$ cat config.mk
export PLATFORM = sky130hd
export DESIGN_NAME = ped_crossing_ctrl_flat
export DESIGN_NICKNAME = d
export VERILOG_FILES = /design/src/rtl/ped_if.sv /design/src/rtl/ped_crossing_ctrl.sv /design/src/flat_wrapper.sv
export SDC_FILE = /design/constraint.sdc
export NUM_CORES = 1
export LEC_CHECK = 0
export BUFFER_PORTS_ARGS = -buffer_cell sky130_fd_sc_hd__clkbuf_2
export CAP_MARGIN = 10
export CORE_UTILIZATION = 50
export CTS_BUF_LIST = sky130_fd_sc_hd__clkbuf_16
export CTS_CLUSTER_SIZE = 40
export DETAILED_ROUTE_END_ITERATION = 6
export MAX_ROUTING_LAYER = met4
export PLACE_DENSITY_LB_ADDON = 0.12
export SYNTH_ARGS = -nofsm -noshare
export SYNTH_HDL_FRONTEND = slang
export SYNTH_SLANG_ARGS = --single-unit
$ cat constraint.sdc
create_clock -name clock -period 1.9 [get_ports clock]
set_input_delay 0.19 -clock clock [delete_from_list [all_inputs] [get_ports clock]]
set_output_delay 0.19 -clock clock [all_outputs]
set_load 0.005 [all_outputs]
$ cat src/rtl/ped_if.sv
// Signal bundle between the vehicle-light side and the pedestrian crossing controller.
// The controller takes the slave modport; whatever drives light/button takes the master side.
interface ped_if #(
  parameter int CNT_W = 4
);
  logic [2:0]       light;
  logic             ped_button;
  logic             walk;
  logic             dont_walk;
  logic [CNT_W-1:0] countdown;
  logic             req_pending;
  logic             light_err;
  logic [1:0]       state_dbg;

  modport master (
    output light, ped_button,
    input  walk, dont_walk, countdown, req_pending, light_err, state_dbg
  );

  modport slave (
    input  light, ped_button,
    output walk, dont_walk, countdown, req_pending, light_err, state_dbg
  );
endinterface

$ cat src/rtl/ped_crossing_ctrl.sv
// Pedestrian crossing controller: grants WALK only during vehicle red, then flashes DON'T WALK,
// and falls back to steady DON'T WALK whenever red is lost. All outputs come straight from flops.
module ped_crossing_ctrl #(
  parameter int WALK_CYCLES  = 8,
  parameter int FLASH_CYCLES = 4,
  parameter int CNT_W        = 4
) (
  input  logic clock,
  input  logic reset_n,
  ped_if.slave bus
);

  typedef enum logic [1:0] {
    S_IDLE       = 2'd0,
    S_WALK       = 2'd1,
    S_FLASH      = 2'd2,
    S_WAIT_CLEAR = 2'd3
  } state_t;

  localparam logic [CNT_W-1:0] WALK_LOAD  = CNT_W'(WALK_CYCLES - 1);
  localparam logic [CNT_W-1:0] FLASH_LOAD = CNT_W'(FLASH_CYCLES - 1);
  localparam logic [CNT_W-1:0] CNT_ZERO   = '0;

  state_t           state_q, state_d;
  logic             walk_q, walk_d;
  logic             dont_walk_q, dont_walk_d;
  logic [CNT_W-1:0] cnt_q, cnt_d;
  logic             req_q, req_d;
  logic             err_q, err_d;
  logic             is_red;
  logic             is_legal;

  always_comb begin
    is_red      = (bus.light == 3'b100);
    is_legal    = is_red || (bus.light == 3'b010) || (bus.light == 3'b001);
    state_d     = state_q;
    walk_d      = walk_q;
    dont_walk_d = dont_walk_q;
    cnt_d       = cnt_q;
    req_d       = req_q;
    err_d       = !is_legal;

    unique case (state_q)
      S_IDLE: begin
        walk_d      = 1'b0;
        dont_walk_d = 1'b1;
        cnt_d       = CNT_ZERO;
        if ((req_q || bus.ped_button) && is_red) begin
          // Entering WALK serves the request; this clear beats a same-edge press.
          state_d     = S_WALK;
          walk_d      = 1'b1;
          dont_walk_d = 1'b0;
          cnt_d       = WALK_LOAD;
          req_d       = 1'b0;
        end else if (bus.ped_button) begin
          req_d = 1'b1;
        end
      end

      S_WALK: begin
        if (!is_red) begin
          // Interrupted walk: remember the pedestrian so the next red re-serves them.
          state_d     = S_IDLE;
          walk_d      = 1'b0;
          dont_walk_d = 1'b1;
          cnt_d       = CNT_ZERO;
          req_d       = 1'b1;
        end else if (cnt_q == CNT_ZERO) begin
          state_d     = S_FLASH;
          walk_d      = 1'b0;
          dont_walk_d = 1'b1;
          cnt_d       = FLASH_LOAD;
        end else begin
          cnt_d = cnt_q - 1'b1;
        end
      end

      S_FLASH: begin
        if (bus.ped_button) begin
          req_d = 1'b1;
        end
        if (!is_red) begin
          state_d     = S_IDLE;
          walk_d      = 1'b0;
          dont_walk_d = 1'b1;
          cnt_d       = CNT_ZERO;
        end else if (cnt_q == CNT_ZERO) begin
          state_d     = S_WAIT_CLEAR;
          walk_d      = 1'b0;
          dont_walk_d = 1'b1;
          cnt_d       = CNT_ZERO;
        end else begin
          dont_walk_d = !dont_walk_q;
          cnt_d       = cnt_q - 1'b1;
        end
      end

      S_WAIT_CLEAR: begin
        // Hold off until red ends so a single red phase is never served twice.
        walk_d      = 1'b0;
        dont_walk_d = 1'b1;
        cnt_d       = CNT_ZERO;
        if (bus.ped_button) begin
          req_d = 1'b1;
        end
        if (!is_red) begin
          state_d = S_IDLE;
        end
      end

      default: begin
        state_d     = S_IDLE;
        walk_d      = 1'b0;
        dont_walk_d = 1'b1;
        cnt_d       = CNT_ZERO;
      end
    endcase
  end

  always_ff @(posedge clock or negedge reset_n) begin
    if (!reset_n) begin
      state_q     <= S_IDLE;
      walk_q      <= 1'b0;
      dont_walk_q <= 1'b1;
      cnt_q       <= CNT_ZERO;
      req_q       <= 1'b0;
      err_q       <= 1'b0;
    end else begin
      state_q     <= state_d;
      walk_q      <= walk_d;
      dont_walk_q <= dont_walk_d;
      cnt_q       <= cnt_d;
      req_q       <= req_d;
      err_q       <= err_d;
    end
  end

  assign bus.walk        = walk_q;
  assign bus.dont_walk   = dont_walk_q;
  assign bus.countdown   = cnt_q;
  assign bus.req_pending = req_q;
  assign bus.light_err   = err_q;
  assign bus.state_dbg   = state_q;

endmodule

$ cat src/flat_wrapper.sv
// flat-port wrapper written by rule: the top's interface ports become plain ports
module ped_crossing_ctrl_flat 
#(
  parameter int WALK_CYCLES  = 8,
  parameter int FLASH_CYCLES = 4,
  parameter int CNT_W        = 4
)
  (clock, reset_n, bus_light, bus_ped_button, bus_walk, bus_dont_walk, bus_countdown, bus_req_pending, bus_light_err, bus_state_dbg);
  ped_if #(.CNT_W(CNT_W)) bus_i ();
  input  logic clock;
  input  logic reset_n;
  input wire logic [$bits(bus_i.light)-1:0] bus_light;
  input wire logic [$bits(bus_i.ped_button)-1:0] bus_ped_button;
  output wire logic [$bits(bus_i.walk)-1:0] bus_walk;
  output wire logic [$bits(bus_i.dont_walk)-1:0] bus_dont_walk;
  output wire logic [$bits(bus_i.countdown)-1:0] bus_countdown;
  output wire logic [$bits(bus_i.req_pending)-1:0] bus_req_pending;
  output wire logic [$bits(bus_i.light_err)-1:0] bus_light_err;
  output wire logic [$bits(bus_i.state_dbg)-1:0] bus_state_dbg;
  assign bus_i.light = bus_light;
  assign bus_i.ped_button = bus_ped_button;
  assign bus_walk = bus_i.walk;
  assign bus_dont_walk = bus_i.dont_walk;
  assign bus_countdown = bus_i.countdown;
  assign bus_req_pending = bus_i.req_pending;
  assign bus_light_err = bus_i.light_err;
  assign bus_state_dbg = bus_i.state_dbg;
  ped_crossing_ctrl #(.WALK_CYCLES(WALK_CYCLES), .FLASH_CYCLES(FLASH_CYCLES), .CNT_W(CNT_W)) u_core (.clock(clock), .reset_n(reset_n), .bus(bus_i));
endmodule
==> impl_metrics.ini, run 1 <==
[outcome]
status = finished, final reports clean

[run]
cap_violations = 0

[pwr]
power.density_nw_per_um2 = 1380
vdd.ir_drop.worst_uv = 684
p_leak_nw = 0.414
netSwitchingPower_w = 0.000419
p_seq_share_pct = 27.5
p_comb_share_pct = 40.1
p_int_w = 0.000751
p_clk_share_pct = 32.5
switching_share_pct = 35.8

[timing]
fmax_mhz = 562
finalSetupViolations = 0
worst-slew-pin-transition_ns = 0.338
rsz0062_at_grt = false
fin_setup_tns_ns = 0
finalCriticalPeriod_ns = 1.78
clock-skew-final_ns = 0.00386
relSlewSlack_pct = 76.9
finalHoldViolations = 0
period_share_pct = 93.6
slew_viol_final = 0

[logic_synthesis]
avgSynthCellArea_um2 = 9.86
synth_edf_count = 0
synth.ff_latch_count = 10
synth_cells = 67
synth_area_um2 = 661
synth-main-ff-cell = dfrtp_1
synth_top_area_cell = dfrtp_1
synth_top_area_share_pct = 34.1
synth_async_sr_flop_share_pct = 100
ys_top_cells_by_area = dfrtp_1 34%, ha_1 13%, dfstp_2 4.0%
synth.net_count = 80
ys_warn_count = 0
ys_seq_area_share_pct = 38.1
netlist-cell-type-count = 30

[final_layout]
post-route-cell-area_um2 = 846
nets = 101
diodes = 0
final_common_cell = clkbuf_2
area_growth_syn_to_layout_pct = 28.0
fill_cells = 84
final_cell_mix = 15 x clkbuf_2, 9 x dfrtp_1, 7 x ha_1
drive_gt1_share_pct = 33.3

[grt]
antenna_found_initial = 0
first_global_vias = 585
grt_first_pass_wirelength_mm = 2.57
grt_max_degree = 11
grt_use_total_pct = 27.0
overflow = 0

[placed_design]
port_buffers = 15
post-dp-hpwl_mm = 1.03
placed_area_um2 = 757
place.gp.congestion = 0.808

[detailed_routing]
drt_iter0_drc = 19
antenna_left = 0
drt-total-wl_mm = 1.49
vias = 560
dr.pass1.iters = 4
drc = 0
routedWlPerCell_um = 14.7
viasPerCell = 5.54

[critical_path]
endpoint_kind = flop
crit_start = u_core.bus.countdown[0]
worst_ep_required_time_ns = 2.02
critPathKind = flop to flop
rrSetupSlack_ns = 0.12
reg2reg_to = u_core.bus.state_dbg[1]
r2r-start = u_core.bus.countdown[0]
crit_path_start_kind = flop
path_max_fanout = 9
cp.arrival_ns = 1.90
crit_end = u_core.bus.state_dbg[1]
ff2ff_path_depth = 6

[floorplanning]
floorplan.initialDensity_pct = 56.4
rows = 12
die_area_um2 = 1470
die_h_um = 38.4
die_w_um = 38.4
core_area_um2 = 1170
io_pins = 16

[clock_tree]
cts_buffers = 3
cts-htree-levels = 1
clock_latency_ns = 0.24
cts.sink_count = 10
clk_pin_slew_ns = 0.04
postCtsHoldBufs = 1
clk_path_buf_depth = 2
cts_tree = yes
cts_resized = 0
clockRootBuffer = clkbuf_16
postCtsSetupBuffers = 0

[worst_hold_path]
min_path_type = input pin to flop
==> power by group through the flow <==
stage / clock network [W] / logic (W) / registers, W
floorplan: 0 / 0.000321 / 0.000321
global placement: 0 / 0.000440 / 0.000319
detailed placement: 0 / 0.000455 / 0.000325
CTS: 0.000384 / 0.000469 / 0.000321
global route: 0.000389 / 0.000529 / 0.000328
finish: 0.000380 / 0.000469 / 0.000321
==> synthesized netlist by cell type (2+ instances only) <==
master and n:
o21ai_0 3, nand2_1 3, a21o_1 2, inv_1 4
xnor2_1 2, dfrtp_1 9, nor3b_2 2, ha_1 7
a31oi_1 2, nor2_1 6, o21ai_2 2, nor3_1 4
a21oi_1 4
==> how the worst min path moves through the flow <==
stage	from	endpoint	cells past startpoint
2_1_floorplan	reset_n	u_core.bus.countdown[0]	0
3_3_place_gp	reset_n	u_core.bus.state_dbg[0]	1
3_5_place_dp	reset_n	u_core.bus.state_dbg[0]	1
4_1_cts	bus_light[1]	u_core.bus.light_err	2
5_1_grt	bus_light[1]	u_core.bus.light_err	2
6_report	bus_light[1]	u_core.bus.light_err	2
==> flip-flops by register name, summed over array words and instances (netlist names) <==
| signal | cells |
|---|---|
| u_core.bus.countdown | 4 |
| u_core.bus.light_err | 1 |
| u_core.bus.walk | 1 |
| u_core.bus.state_dbg | 2 |
| u_core.bus.dont_walk | 1 |
| u_core.bus.req_pending | 1 |
==> layer usage <==
metal / GRT usage (%) / vias to the layer above / share of wire, %
met4: 12.9 / 0 / 1.7
met5: - / - / 0
met2: 43.6 / 21 / 50
li1: - / 275 / -
met3: 5.23 / 4 / 3.9
met1: 32.5 / 260 / 44
==> cell families (layout without fill, tap and decap cells) <==
group,Yosys count,after routing,synth area share (%)
xor+xnor,3,3,3.98
mux,3,3,5.49
simple gates,20,20,17.6
buf+inv,6,26,3.98
fa+ha+maj,7,7,13.3
compound gates,18,18,17.6
flops,10,10,38.1
==> per-stage QoR <==
| step | cells | total power [W] | hold slack, ns | util [%] | setup slack (ns) |
|---|---|---|---|---|---|
| final | 101 | 0.00117 | 0.203 | 72.2 | 0.121 |
| after global routing | 101 | 0.00125 | 0.235 | 72.2 | 0.0375 |
| after CTS | 101 | 0.00117 | 0.209 | 72.2 | 0.122 |
| after detailed placement | 96 | 0.000779 | 0.0761 | 64.6 | 0.143 |
| after global placement | 96 | 0.000759 | 0.0699 | 64.6 | 0.199 |
| after floorplan | 67 | 0.000642 | -0.106 | - | 0.207 |
==> critical path, stage by stage (launching register included) <==
cell and delay [ns]:
dfrtp_1 0.39, inv_1 0.09, ha_1 0.14, or3b_1 0.50, nor2_2 0.15, o21ai_2 0.08
mux2_4 0.30
==> final cells by class <==
type	instances	area, µm²	area share, %
clock buffers	3	75.1	8.88
clock inverters	1	3.75	0.444
inverters	4	15.0	1.78
multi-input cells	51	383	45.3
flip-flops and latches	10	251	29.7
well taps	14	17.5	2.07
repair buffers	18	100	11.8
Note: power is estimated with default switching activity, not from simulation.
==> run 2: changes to the inputs <==
RECOVER_POWER = 100   (was default)
==> run 2 against run 1 <==
Clock-buffer cell count is the same. Sequential power is essentially flat. Total power shrank 0.81%. Clock skew is essentially flat.
==> impl_metrics.ini, run 2 (synthesized netlist as in run 1, its figures left out) <==
[outcome]
status = finished, final reports clean

[detailed_routing]
antenna_left = 0
wl_met3_um = 40
drt-total-wl_mm = 1.48
dr.pass1.iters = 4
drc = 0
drt_iter0_drc = 18
routedWlPerCell_um = 14.7
wl_met2_um = 757
vias = 549
top_layer = met4
met1Wirelength_um = 659
viasPerCell = 5.44

[clock_tree]
cts_buffers = 3
cts_resized = 0
cts.sink_count = 10
clockRootBuffer = clkbuf_16
cts_tree = yes
postCtsSetupBuffers = 0
clk_path_buf_depth = 2
cts-htree-levels = 1
clock_latency_ns = 0.24
clk_pin_slew_ns = 0.04

[final_layout]
utilization_pct = 71.5
drive_gt1_share_pct = 24.1
nets = 101
final_cell_mix = 9 x dfrtp_1, 8 x clkbuf_2, 7 x ha_1, 7 x clkbuf_1, 6 x nor2_1
final_cells = 101
final_common_cell = dfrtp_1
largest_register_ffs = 4
area_growth_syn_to_layout_pct = 26.7
diodes = 0

[placed_design]
dpl_worst_slack_ns = 0.143
place.gp.congestion = 0.808
place_inst = 96
port_buffers = 15
post-dp-hpwl_mm = 1.03

[pwr]
p_clk_share_pct = 32.7
p_leak_nw = 0.390
netSwitchingPower_w = 0.000418
p_seq_share_pct = 27.4
power_w = 0.00116
p_int_w = 0.000743
power.density_nw_per_um2 = 1390
p_comb_share_pct = 39.9
switching_share_pct = 36.0
vdd.ir_drop.worst_uv = 669

[timing]
period_share_pct = 93.6
finalSetupViolations = 0
fin_ws_ns = 0.121
worst-slew-pin-transition_ns = 0.571
clock-skew-final_ns = 0.00361
finalHoldViolations = 0
fin_setup_tns_ns = 0
relSlewSlack_pct = 61.9
rsz0062_at_grt = false
slew_viol_final = 0
finalCriticalPeriod_ns = 1.78
fmax_mhz = 562

[grt]
grt_use_total_pct = 27.0
grt_first_pass_wirelength_mm = 2.57
grt_max_degree = 11
overflow = 0
antenna_found_initial = 0
first_global_vias = 585

[run]
cap_violations = 0

[critical_path]
cp.arrival_ns = 1.90
crit_path_start_kind = flop
critPathKind = flop to flop
path_max_fanout = 9
worst_ep_required_time_ns = 2.02
endpoint_kind = flop

[worst_hold_path]
min_path_type = input pin to flop

[floorplanning]
die_h_um = 38.4
rows = 12
core_area_um2 = 1170
die_w_um = 38.4
io_pins = 16
floorplan.initialDensity_pct = 56.4
die_area_um2 = 1470
[run 2: cell counts in the layout (fill, tap and decap cells not counted)]
Identical to the previous run, type by type.
[run 2: final timing paths]
kind,from,to,slack (ns),cells after the start
setup reg to reg,u_core.bus.countdown[0],u_core.bus.state_dbg[1],0.12,6
min in group asynchronous,reset_n,u_core.bus.state_dbg[0],0.46,2
setup / recovery,u_core.bus.countdown[0],u_core.bus.state_dbg[1],0.12,6
max in group asynchronous,reset_n,u_core.bus.countdown[0],1.07,2
hold / removal,bus_light[1],u_core.bus.light_err,0.20,2
hold reg to reg,u_core.bus.walk,u_core.bus.walk,0.52,1
[run 2: per-stage QoR]
step                      instance area, µm²  hold slack [ns]
after global routing                     837            0.235
after CTS                                846            0.209
after detailed placement                 757           0.0761
after floorplan                          661           -0.106
final                                    837            0.200
after global placement                   757           0.0699
[run 2: area by class of cell]
class | count | area, µm²
well taps | 14 | 17.5
inverters | 4 | 15.0
fillers | 89 | 334
multi-input cells | 51 | 383
clock inverters | 1 | 3.75
clock buffers | 3 | 75.1
flip-flops and latches | 10 | 251
repair buffers | 18 | 91.3
[run 2: worst max-delay path: stages (launching register included)]
cell     delay [ns]
dfrtp_1        0.39
inv_1          0.10
ha_1           0.14
or3b_1         0.50
nor2_2         0.15
o21ai_2        0.08
mux2_4         0.30
[run 2: routing by layer]
metal	GRT usage, %	vias up
li1	-	275
met1	32.5	258
met2	43.6	12
met3	5.23	4
met4	12.9	0
met5	-	-
[run 2: timing repair]
action,in CTS,in global routing
hold buffers,1,0
endpoints found under the hold margin,9,0
endpoints found under the setup margin,0,0
[run 2: power groups by stage]
stage | sequential (W) | clock, W | combinational [W]
4_1_cts | 0.000321 | 0.000384 | 0.000469
6_report | 0.000318 | 0.000379 | 0.000463
3_3_place_gp | 0.000319 | 0 | 0.000440
3_5_place_dp | 0.000325 | 0 | 0.000455
2_1_floorplan | 0.000321 | 0 | 0.000321
5_1_grt | 0.000325 | 0.000389 | 0.000523
